==> src/rtl/serial_uart_bridge_if.sv <==
// Processor-side byte handshake between the CPU and the UART bridge.
// The master drives push/pop strobes and the byte to transmit. The slave returns the RX head and the flow-control flags.
interface serial_uart_bridge_if;
    logic [7:0] ser_data_out;
    logic       ser_valid_out;
    logic       ser_rden_in;
    logic       ser_ready_out;
    logic [7:0] ser_data_in;
    logic       ser_wren_in;

    modport master (
        input  ser_data_out, ser_valid_out, ser_ready_out,
        output ser_rden_in, ser_data_in, ser_wren_in
    );

    modport slave (
        output ser_data_out, ser_valid_out, ser_ready_out,
        input  ser_rden_in, ser_data_in, ser_wren_in
    );
endinterface

==> src/rtl/serial_uart_bridge.sv <==
// 8N1 UART bridge with an RX FIFO and a TX FIFO in front of a byte-wide processor handshake.
// The RX line is synchronized and sampled mid-bit. The TX line is registered and sends frames back to back.
module serial_uart_bridge #(
    parameter int CLKS_PER_BIT = 16,
    parameter int FIFO_DEPTH   = 4
) (
    input  logic                 clock,
    input  logic                 reset,
    serial_uart_bridge_if.slave  ser,
    input  logic                 uart_rx,
    output logic                 uart_tx,
    output logic                 frame_err,
    output logic                 overrun
);
    typedef enum logic [1:0] {IDLE, START, DATA, STOP} uart_state_e;

    localparam int CNT_W = $clog2(CLKS_PER_BIT);
    localparam int PTR_W = $clog2(FIFO_DEPTH);
    localparam logic [CNT_W-1:0] BIT_LAST  = CNT_W'(CLKS_PER_BIT - 1);
    localparam logic [CNT_W-1:0] HALF_LAST = CNT_W'(CLKS_PER_BIT / 2 - 1);
    localparam logic [CNT_W-1:0] CNT_ONE   = 1;
    localparam logic [PTR_W-1:0] PTR_ONE   = 1;
    localparam logic [PTR_W:0]   LVL_ONE   = 1;
    localparam logic [PTR_W:0]   DEPTH     = (PTR_W + 1)'(FIFO_DEPTH);

    logic rx_meta, rx_sync;

    // NOTE: sequential state uses non-blocking assignments so every flop samples pre-edge values.
    always_ff @(posedge clock) begin
        if (reset) begin
            rx_meta <= 1'b1;
            rx_sync <= 1'b1;
        end else begin
            rx_meta <= uart_rx;
            rx_sync <= rx_meta;
        end
    end

    uart_state_e      rx_state, rx_next;
    logic [CNT_W-1:0] rx_cnt;
    logic [2:0]       rx_bit;
    logic [7:0]       rx_shift;
    logic             rx_tick, rx_push, rx_ferr;

    // NOTE: every always_comb output gets a default first so no path leaves it unassigned, which would infer a latch.
    always_comb begin
        rx_next = rx_state;
        rx_tick = 1'b0;
        rx_push = 1'b0;
        rx_ferr = 1'b0;
        case (rx_state)
            IDLE:  if (!rx_sync) rx_next = START;
            START: if (rx_cnt == HALF_LAST) begin
                       rx_tick = 1'b1;
                       rx_next = rx_sync ? IDLE : DATA;
                   end
            DATA:  if (rx_cnt == BIT_LAST) begin
                       rx_tick = 1'b1;
                       if (rx_bit == 3'd7) rx_next = STOP;
                   end
            STOP:  if (rx_cnt == BIT_LAST) begin
                       rx_tick = 1'b1;
                       rx_next = IDLE;
                       rx_push = rx_sync;
                       rx_ferr = !rx_sync;
                   end
            default: rx_next = IDLE;
        endcase
    end

    always_ff @(posedge clock) begin
        if (reset) begin
            rx_state <= IDLE;
            rx_cnt   <= '0;
            rx_bit   <= '0;
            rx_shift <= '0;
        end else begin
            rx_state <= rx_next;
            rx_cnt   <= (rx_state == IDLE || rx_tick) ? '0 : rx_cnt + CNT_ONE;
            if (rx_state == DATA && rx_tick) begin
                rx_shift <= {rx_sync, rx_shift[7:1]};
                rx_bit   <= rx_bit + 3'd1;
            end
        end
    end

    logic [7:0]       rx_mem [FIFO_DEPTH];
    logic [PTR_W-1:0] rx_wr, rx_rd;
    logic [PTR_W:0]   rx_count;
    logic             rx_full, rx_empty, rx_do_push, rx_do_pop;

    assign rx_full    = (rx_count == DEPTH);
    assign rx_empty   = (rx_count == '0);
    assign rx_do_push = rx_push && !rx_full;
    assign rx_do_pop  = ser.ser_rden_in && !rx_empty;

    // NOTE: FIFO storage has no reset; the pointers and the count alone define which entries are valid.
    always_ff @(posedge clock) begin
        if (rx_do_push) rx_mem[rx_wr] <= rx_shift;
    end

    always_ff @(posedge clock) begin
        if (reset) begin
            rx_wr     <= '0;
            rx_rd     <= '0;
            rx_count  <= '0;
            frame_err <= 1'b0;
            overrun   <= 1'b0;
        end else begin
            if (rx_do_push) rx_wr <= rx_wr + PTR_ONE;
            if (rx_do_pop)  rx_rd <= rx_rd + PTR_ONE;
            case ({rx_do_push, rx_do_pop})
                2'b10:   rx_count <= rx_count + LVL_ONE;
                2'b01:   rx_count <= rx_count - LVL_ONE;
                default: rx_count <= rx_count;
            endcase
            if (rx_ferr)            frame_err <= 1'b1;
            if (rx_push && rx_full) overrun   <= 1'b1;
        end
    end

    assign ser.ser_valid_out = !rx_empty;
    assign ser.ser_data_out  = rx_empty ? 8'h00 : rx_mem[rx_rd];

    logic [7:0]       tx_mem [FIFO_DEPTH];
    logic [PTR_W-1:0] tx_wr, tx_rd;
    logic [PTR_W:0]   tx_count;
    logic             tx_full, tx_empty, tx_do_push, tx_pop;

    assign tx_full           = (tx_count == DEPTH);
    assign tx_empty          = (tx_count == '0);
    assign tx_do_push        = ser.ser_wren_in && !tx_full;
    assign ser.ser_ready_out = !tx_full;

    always_ff @(posedge clock) begin
        if (tx_do_push) tx_mem[tx_wr] <= ser.ser_data_in;
    end

    uart_state_e      tx_state, tx_next;
    logic [CNT_W-1:0] tx_cnt;
    logic [2:0]       tx_bit;
    logic [7:0]       tx_shift;
    logic             tx_tick, tx_line;

    // The end of a stop bit may pop the next byte directly, so queued frames leave no idle gap.
    always_comb begin
        tx_next = tx_state;
        tx_tick = 1'b0;
        tx_pop  = 1'b0;
        tx_line = 1'b1;
        case (tx_state)
            IDLE:  if (!tx_empty) begin
                       tx_pop  = 1'b1;
                       tx_next = START;
                   end
            START: begin
                       tx_line = 1'b0;
                       if (tx_cnt == BIT_LAST) begin
                           tx_tick = 1'b1;
                           tx_next = DATA;
                       end
                   end
            DATA:  begin
                       tx_line = tx_shift[0];
                       if (tx_cnt == BIT_LAST) begin
                           tx_tick = 1'b1;
                           if (tx_bit == 3'd7) tx_next = STOP;
                       end
                   end
            STOP:  if (tx_cnt == BIT_LAST) begin
                       tx_tick = 1'b1;
                       tx_pop  = !tx_empty;
                       tx_next = tx_empty ? IDLE : START;
                   end
            default: tx_next = IDLE;
        endcase
    end

    always_ff @(posedge clock) begin
        if (reset) begin
            tx_state <= IDLE;
            tx_cnt   <= '0;
            tx_bit   <= '0;
            tx_shift <= '0;
            tx_wr    <= '0;
            tx_rd    <= '0;
            tx_count <= '0;
            uart_tx  <= 1'b1;
        end else begin
            tx_state <= tx_next;
            tx_cnt   <= (tx_state == IDLE || tx_tick) ? '0 : tx_cnt + CNT_ONE;
            uart_tx  <= tx_line;
            if (tx_pop) begin
                tx_shift <= tx_mem[tx_rd];
            end else if (tx_state == DATA && tx_tick) begin
                tx_shift <= {1'b1, tx_shift[7:1]};
            end
            if (tx_state == DATA && tx_tick) tx_bit <= tx_bit + 3'd1;
            if (tx_do_push) tx_wr <= tx_wr + PTR_ONE;
            if (tx_pop)     tx_rd <= tx_rd + PTR_ONE;
            case ({tx_do_push, tx_pop})
                2'b10:   tx_count <= tx_count + LVL_ONE;
                2'b01:   tx_count <= tx_count - LVL_ONE;
                default: tx_count <= tx_count;
            endcase
        end
    end
endmodule

==> src/flat_wrapper.sv <==
// flat-port wrapper written by rule: the top's interface ports become plain ports
module serial_uart_bridge_flat 
#(
    parameter int CLKS_PER_BIT = 16,
    parameter int FIFO_DEPTH   = 4
)
  (clock, reset, uart_rx, uart_tx, frame_err, overrun, ser_ser_data_out, ser_ser_valid_out, ser_ser_ready_out, ser_ser_rden_in, ser_ser_data_in, ser_ser_wren_in);
  serial_uart_bridge_if ser_i ();
  input  logic clock;
  input  logic reset;
  input  logic uart_rx;
  output logic uart_tx;
  output logic frame_err;
  output logic overrun;
  output wire logic [$bits(ser_i.ser_data_out)-1:0] ser_ser_data_out;
  output wire logic [$bits(ser_i.ser_valid_out)-1:0] ser_ser_valid_out;
  output wire logic [$bits(ser_i.ser_ready_out)-1:0] ser_ser_ready_out;
  input wire logic [$bits(ser_i.ser_rden_in)-1:0] ser_ser_rden_in;
  input wire logic [$bits(ser_i.ser_data_in)-1:0] ser_ser_data_in;
  input wire logic [$bits(ser_i.ser_wren_in)-1:0] ser_ser_wren_in;
  assign ser_ser_data_out = ser_i.ser_data_out;
  assign ser_ser_valid_out = ser_i.ser_valid_out;
  assign ser_ser_ready_out = ser_i.ser_ready_out;
  assign ser_i.ser_rden_in = ser_ser_rden_in;
  assign ser_i.ser_data_in = ser_ser_data_in;
  assign ser_i.ser_wren_in = ser_ser_wren_in;
  serial_uart_bridge #(.CLKS_PER_BIT(CLKS_PER_BIT), .FIFO_DEPTH(FIFO_DEPTH)) u_core (.clock(clock), .reset(reset), .ser(ser_i), .uart_rx(uart_rx), .uart_tx(uart_tx), .frame_err(frame_err), .overrun(overrun));
endmodule
==> config.mk <==
export PLATFORM = sky130hd
export DESIGN_NAME = serial_uart_bridge_flat
export DESIGN_NICKNAME = d
export VERILOG_FILES = /design/src/rtl/serial_uart_bridge_if.sv /design/src/rtl/serial_uart_bridge.sv /design/src/flat_wrapper.sv
export SDC_FILE = /design/constraint.sdc
export NUM_CORES = 1
export LEC_CHECK = 0
export CAP_MARGIN = 0
export CORE_MARGIN = 4
export CORE_UTILIZATION = 59
export DETAILED_ROUTE_END_ITERATION = 12
export PLACE_DENSITY_LB_ADDON = 0.08
export REMOVE_ABC_BUFFERS = 1
export SLEW_MARGIN = 20
export SYNTH_ARGS = -nofsm -noshare
export SYNTH_HDL_FRONTEND = slang
export SYNTH_SLANG_ARGS = --single-unit
export TNS_END_PERCENT = 100
==> constraint.sdc <==
create_clock -name clock -period 4.7 [get_ports clock]
set_input_delay 0.705 -clock clock [delete_from_list [all_inputs] [get_ports clock]]
set_output_delay 0.705 -clock clock [all_outputs]
set_load 0.005 [all_outputs]
==> impl_results.md <==
- GRT Overall Usage: 18.65%
- Hold Path Class: flop to flop
- Die W: 99.71 um
- Element type at the critical path end: output port
- Leading area contributor after synthesis: edfxtp_1
- Post-Syn Instances: 374
- Final setup fails: 0
- Most frequent cell after synthesis: edfxtp_1
- Share of post-route cells with drive strength above 1: 13.25%
- Crit path launch type: flop
- Post-cts sizing count: 0
- Max-slew violations: 0
- YS warnings: 0
- Syn-to-layout area delta: 19.77%
- ANT cells: 0
- Vias in the first global route: approximately 2800
- Final Cycle Share: 65.89%
- Avg Inst Size Synth: 13.27 sq um
- Top sig layer: met4
- CTS sink cnt: ~120
- Met3 WL: 250 um
- Maximum vdd drop: between 300 and 400 uV
- Slowest CP cell: dfxtp_1
- Worst path required time: 3.99 ns
- Setup TNS: 0 ns
- CTS tree: done
- Max cap viols: 0
- Met2 WL post-DR: ~4.2 mm
- Die Span Y: around 100 um
- Clock skew: 0.007373 ns
- Pleak: between 2 and 2.5 nW
- Via count: about 2900
- Asr flop ratio synth: 0%
- Routed Wire Length: 8.469 mm
- Status: completed
- Worst-path cell chain: mux4_2, and2_1, clkdlybuf4s50_1
- Multiplexer area fraction after synthesis: 9.884%
- Largest family of logic cells by synthesized area: simple AND/OR/NAND/NOR gates
- Dpl hpwl: 5.130 mm
- IO buf count: 25
- Delay-heaviest family, CP: flip-flops
- Drt drc: 0
- Ys flop type: edfxtp_1
- Synth Area in Adders: ~6.1%
- Post-route ant nets: 0
- Synth Cell Area: approximately 5000 sq um
- List of most frequent post-synthesis cells: edfxtp_1 (64), dfxtp_1 (57), nor2_1 (44), ha_1 (21), inv_1 (18)
- Count of cell types in the netlist: 43
- Tot Pwr: between 3 and 4 mW
- Antenna violations before repair: 0
- Postcts setup bufs: 0
- Starting DRT DRC Count: 121
- Clk Latency, worst-skew pair: just over 0.5 ns
- CTS Buf Count: 17
- Relative slew margins: 35.16%
- Global-route wire length before repair: roughly 14 mm
- Max clock buf depth: 2
- Slew @ Worst Pin: 0.9725 ns
- Max FO, Critical Path: 8
- Simple-Gate Fraction of Synth Area: 11.25%
- Critical path type: flop to output port
- Total die area: ~10000 sq um
- Post-route core utilization: 72.33%
- Pwr/cell area: roughly 540 nW/um^2
- Starting Density: just over 60%
- Core Area: between 8000 and 9000 sq um
- Area fraction in compound gates after synthesis: 5.472%
- Top post-synthesis cells by area: edfxtp_1 (39%), dfxtp_1 (23%), mux4_2 (7.3%), ha_1 (5.3%), nor2_1 (3.3%)
- Filler instances: 561
- TritonRoute pass-1 iters: 5
- WP buf/inv: 1
- Register bit total from synthesis: 121
- Largest net degree at the start of global routing: 53
- CP peak stage delay: 0.68 ns
- EDFF count, synth: 64
- # nets final: 438
- Hold violation count in the final report: 0
- Worst-path clk slew: roughly 0.06 ns
- # H-tree levels: 4
- Post-route minimum period: between 3 and 4 ns
- Multi-input gate area: 1754 sq um
- Register area share after synthesis: 61.72%
- IO Count: 26
- Share of the synthesized area in the top cell type: 38.73%
- Drt via density: roughly 5.6
- GRT overflow: 0
- Met1 wire length: 3.942 mm
- RSZ-0062 raised after global routing: false
- Site Rows: 33
- Clock root buffer: clkbuf_8
- Worst Path Arrival: 2.39 ns
- Hold Buf Count CTS: 0
- Reg area: 3063 sq um
- WL/cell: between 15 and 20 um
- Xor and xnor area share after synthesis: roughly 2.6%
- Achievable clock frequency: 0.3229 GHz
- RePlAce Congestion: 0.7376
-- metrics by stage --
stage	setup WS (ns)	instances	hold WS, ns	instance area, sq um
floorplan	1.943	357	0.3895	4888
global placement	1.782	488	0.3948	5273
detailed placement	1.702	488	0.3929	5273
CTS	1.511	520	0.4065	5943
global route	1.441	520	0.4206	5943
finish	1.603	520	0.4060	5943
-- area by class of cell --
class	count	area share, %
clock buffer	18	7.200
inverter	19	1.200
tap	105	2.211
clock inverter	14	4.084
multi-input combinational	217	29.52
timing repair buffer	26	4.253
sequential	121	51.54
-- flip-flops by register name, indices dropped and copies added (netlist names), 3 cells and up, named ones only --
signal	count
u_core.rx_bit	3
u_core.rx_cnt	4
u_core.rx_count	3
u_core.rx_mem	32
u_core.rx_shift	8
u_core.tx_bit	3
u_core.tx_cnt	4
u_core.tx_count	3
u_core.tx_mem	32
u_core.tx_shift	8
-- worst paths after layout --
| kind | startpoint | to | slack (ns) | cells past startpoint |
|---|---|---|---|---|
| min | u_core.rx_meta | u_core.rx_sync | 0.41 | 1 |
| max reg2reg | u_core.tx_state[0] | u_core.tx_count[2] | 1.68 | 11 |
| min reg2reg | u_core.rx_meta | u_core.rx_sync | 0.41 | 1 |
| max | flop | ser_ser_data_out[2] | 1.60 | 3 |
-- report_power, final --
| group | internal, mW | switching (mW) |
|---|---|---|
| registers | 1.22 | 0.0708 |
| logic | 0.218 | 0.267 |
| clock network | 0.985 | 0.469 |
| total | 2.43 | 0.807 |
-- metal layers --
| layer | vias to the layer above | GRT usage (%) |
|---|---|---|
| li1 | 1409 | - |
| met2 | 54 | 29.04 |
| met3 | 10 | 4.628 |
| met4 | 0 | 8.193 |
| met5 | - | 0 |
| met1 | 1420 | 24.98 |
-- cell families after synthesis --
kind of cell	Yosys count
buffers and inverters	36
XOR/XNOR	15
flip-flops	121
multiplexers	29
adder cells (fa/ha/maj)	23
AND/OR/NAND/NOR	110
AO/OA/AOI/OAI	40
-- placed cells by master (no fill, tap or decap), types with 5 or more instances in the layout --
cell             synthesis  routed
nor2_1                  44      44
clkbuf_16                0      16
xnor2_1                  7       7
clkdlybuf4s50_1          0      24
dfxtp_1                 57      57
nand3_1                 12      12
a211oi_1                 9       9
and2_1                  14      14
mux4_2                  16      16
or3_1                    6       6
xor2_1                   8       8
a21oi_1                 16      16
and3_1                   5       5
mux2i_1                 13      13
bufinv_16                0       6
edfxtp_1                64      64
nand2_1                  8       8
inv_1                   18      18
ha_1                    21      21
Power figures use the tool's default switching activity.
==> RTL edit (same settings) <==
Re-encode `uart_state_e` (4 states) as one-hot, 4 bits wide.
--- a/src/rtl/serial_uart_bridge.sv
+++ b/src/rtl/serial_uart_bridge.sv
@@ -12,7 +12,7 @@
     output logic                 frame_err,
     output logic                 overrun
 );
-    typedef enum logic [1:0] {IDLE, START, DATA, STOP} uart_state_e;
+    typedef enum logic [3:0] {IDLE = 4'b0001, START = 4'b0010, DATA = 4'b0100, STOP = 4'b1000} uart_state_e;
 
     localparam int CNT_W = $clog2(CLKS_PER_BIT);
     localparam int PTR_W = $clog2(FIFO_DEPTH);
Behaviour: same outputs for any inputs over 10 cycles, from zero or initial values and one cycle with reset high; not proved beyond that.
==> RTL edit against the original RTL <==
Wire length increased by 3.3%; final area is 2.6% higher; setup slack lost 0.34 ns; area after synthesis increased by 6.5%; critical endpoint is now u_core.tx_count[2]; largest power group is now sequential cells; power decreased by 6.8%; synthesized cell count grew 10%; largest cell class unchanged; sequential cell count is 4 higher; non-clock buffer count fell by 1; first-iteration DRC count grew 40%.
==> RTL edit: results (changes against the original RTL) <==
Logic synthesis
  – Syn_area_per_cell: 12.8 um^2 (was 13.3 um^2)
  – EDFF count, synth: 64 (unchanged)
  – Post-synth top cells: edfxtp_1 (64), dfxtp_1 (61), nor2_1 (37), inv_1 (19), nand2_1 (19) (was edfxtp_1 (64), dfxtp_1 (57), nor2_1 (44), ha_1 (21), inv_1 (18))
  – Seq/Total Area, Yosys: 59.5% (was 61.7%)
  – Area contributors post-synth: edfxtp_1 (36%), dfxtp_1 (23%), mux4_2 (6.8%) (was edfxtp_1 (39%), dfxtp_1 (23%), mux4_2 (7.3%))
  – Synth warn: 0 (unchanged)
  – Cell variety after synth: 52 (was 43)
  – Fraction of registers with async set/reset: 0% (unchanged)

Setup path
  – Critical path class: register to register (was register to output pin)
  – R2r worst-path depth: 11 (unchanged)
  – Critical Path Start: u_core.tx_cnt[0]
  – Critical R2R Capture: u_core.tx_count[2] (unchanged)
  – Max Fanout on Critical Path: 15 (was 8)

Placement
  – Placed instance area: 0.00554 mm^2 (was 0.00527 mm^2)
  – DP Worst Slack: 1.32 ns (was 1.70 ns)
  – I/O Buffers: 25 (unchanged)
  – RePlAce Congestion: 0.749 (was 0.738)
  – Hpwl dp: 5.53 mm (was 5.13 mm)
  – Inst Count DP: 520 (was 488)

Timing
  – Setup Skew: 0.0123 ns (was 0.00737 ns)
  – Min Tclk post-route: 3.44 ns (was 3.10 ns)
  – Tightest Pin Transition: 1.05 ns (was 0.973 ns)

Global routing
  – Vias in the first global route: 2,979 (was 2,848)
  – Pin count of the biggest net entering global routing: 54 (was 53)
  – Initial antenna violation count: 0 (unchanged)
  – Tot GR Track Use: 18.4% (was 18.7%)
  – Wire length of the first global-routing pass: 14.7 mm (was 14.1 mm)

Run status
  – Outcome: finished clean (unchanged)

Layout
  – Share of post-route cells with drive strength above 1: 14.2% (was 13.3%)
  – Largest registers: u_core.rx_mem: 32 flops, u_core.tx_mem: 32 flops (unchanged)
  – Fillers: 603 (was 561)
  – Final nets: 462 (was 438)
  – Antenna cells: 0 (unchanged)

Drt
  – 1st-pass router iterations: 4 (was 5)
  – Via Count: 3,109 (was 2,893)
  – Initial DRC Count: 170 (was 121)
  – Vias per inst: 5.63 (was 5.56)
  – Total Wirelength: 8.75 mm (was 8.47 mm)

Power
  – Leak Pwr: 2.19 nW (was 2.06 nW)
  – VDD IR max: 0.000378 V (was 0.000331 V)

Hold path
  – Worst hold path depth: 1 (unchanged)
  – Hold Startpoint: u_core.rx_meta (unchanged)
  – Tightest Hold Check Type: register to register (unchanged)

Clocking
  – CTS Buffer Depth: 2 (unchanged)
  – Postcts setup bufs: 0 (unchanged)
  – H-Tree Depth: 4 (unchanged)
  – Clk_lat worst skew: 0.51 ns (about the same)
  – Post-CTS Resized: 0 (unchanged)
  – Clk root buf: clkbuf_8 (unchanged)
  – CTS buffer count: 17 (unchanged)
  – Clock-pin slew on the worst setup and hold paths: 0.06 ns (about the same)
## RTL edit: cell types whose count changed in the layout (fill, tap and decap cells not counted), moves of 6 or more
cell	change
a311oi_1	+6
nor2_1	-7
nor3_1	+7
a211oi_1	-8
nand2_1	+11
## RTL edit: cells by family after synthesis
logic type / share of synthesized area (%)
flip-flops: 59.5
AND/OR/NAND/NOR: 14.7
AO/OA/AOI/OAI: 6.04
multiplexers: 8.90
adder cells (fa/ha/maj): 4.55
XOR/XNOR: 2.49
buffers and inverters: 3.86
## RTL edit: worst max-delay path, cell delays in order, from the launching register on
cell and delay, ns:
dfxtp_1 0.35, ha_1 0.24, and3_1 0.52, a21oi_2 0.27
or2_0 0.50, inv_1 0.15, ha_1 0.19, inv_1 0.07
fa_1 0.43, xor2_1 0.15, or3_1 0.30, a21oi_1 0.18
## RTL edit: how the worst min path moves through the flow
| stage | end | slack, ns |
|---|---|---|
| floorplan | u_core.rx_sync | 0.39 |
| global placement | u_core.rx_sync | 0.40 |
| detailed placement | u_core.rx_sync | 0.40 |
| CTS | u_core.rx_sync | 0.41 |
| global route | u_core.rx_sync | 0.44 |
| finish | u_core.rx_sync | 0.41 |
## RTL edit: layout make-up
class	count	area, um^2	share of cell area, %
repair buffers	25	245	4.02
clock inverters	14	145	2.38
flip-flops and latches	125	3140	51.5
multi-input cells	242	1940	31.8
inverters	20	75.1	1.23
clock buffers	18	418	6.85
well taps	108	135	2.22
## RTL edit: per-layer routing
layer / track usage (%) / share of wire [%] / wire length (um) / up-vias
met5: 0 / 0 / 0 / -
met4: 6.86 / 1.6 / 136 / 0
met3: 5.35 / 3.9 / 338 / 16
met2: 27.3 / 45 / 3970 / 55
met1: 26.1 / 49 / 4300 / 1503
li1: - / - / - / 1535
## RTL edit: where the power goes
group / internal (mW) / switching (mW)
registers: 1.26 / 0.0925
logic: 0.208 / 0.245
clock network: 0.752 / 0.460
total: 2.22 / 0.797
## RTL edit: metrics by stage
stage / utilization (%) / power (mW) / hold slack (ns)
5_1_grt: 69.9 / 3.16 / 0.438
3_5_place_dp: 63.5 / 1.82 / 0.396
6_report: 69.9 / 3.01 / 0.409
3_3_place_gp: 63.5 / 1.81 / 0.396
2_1_floorplan: - / 1.69 / 0.389
4_1_cts: 69.9 / 3.04 / 0.411
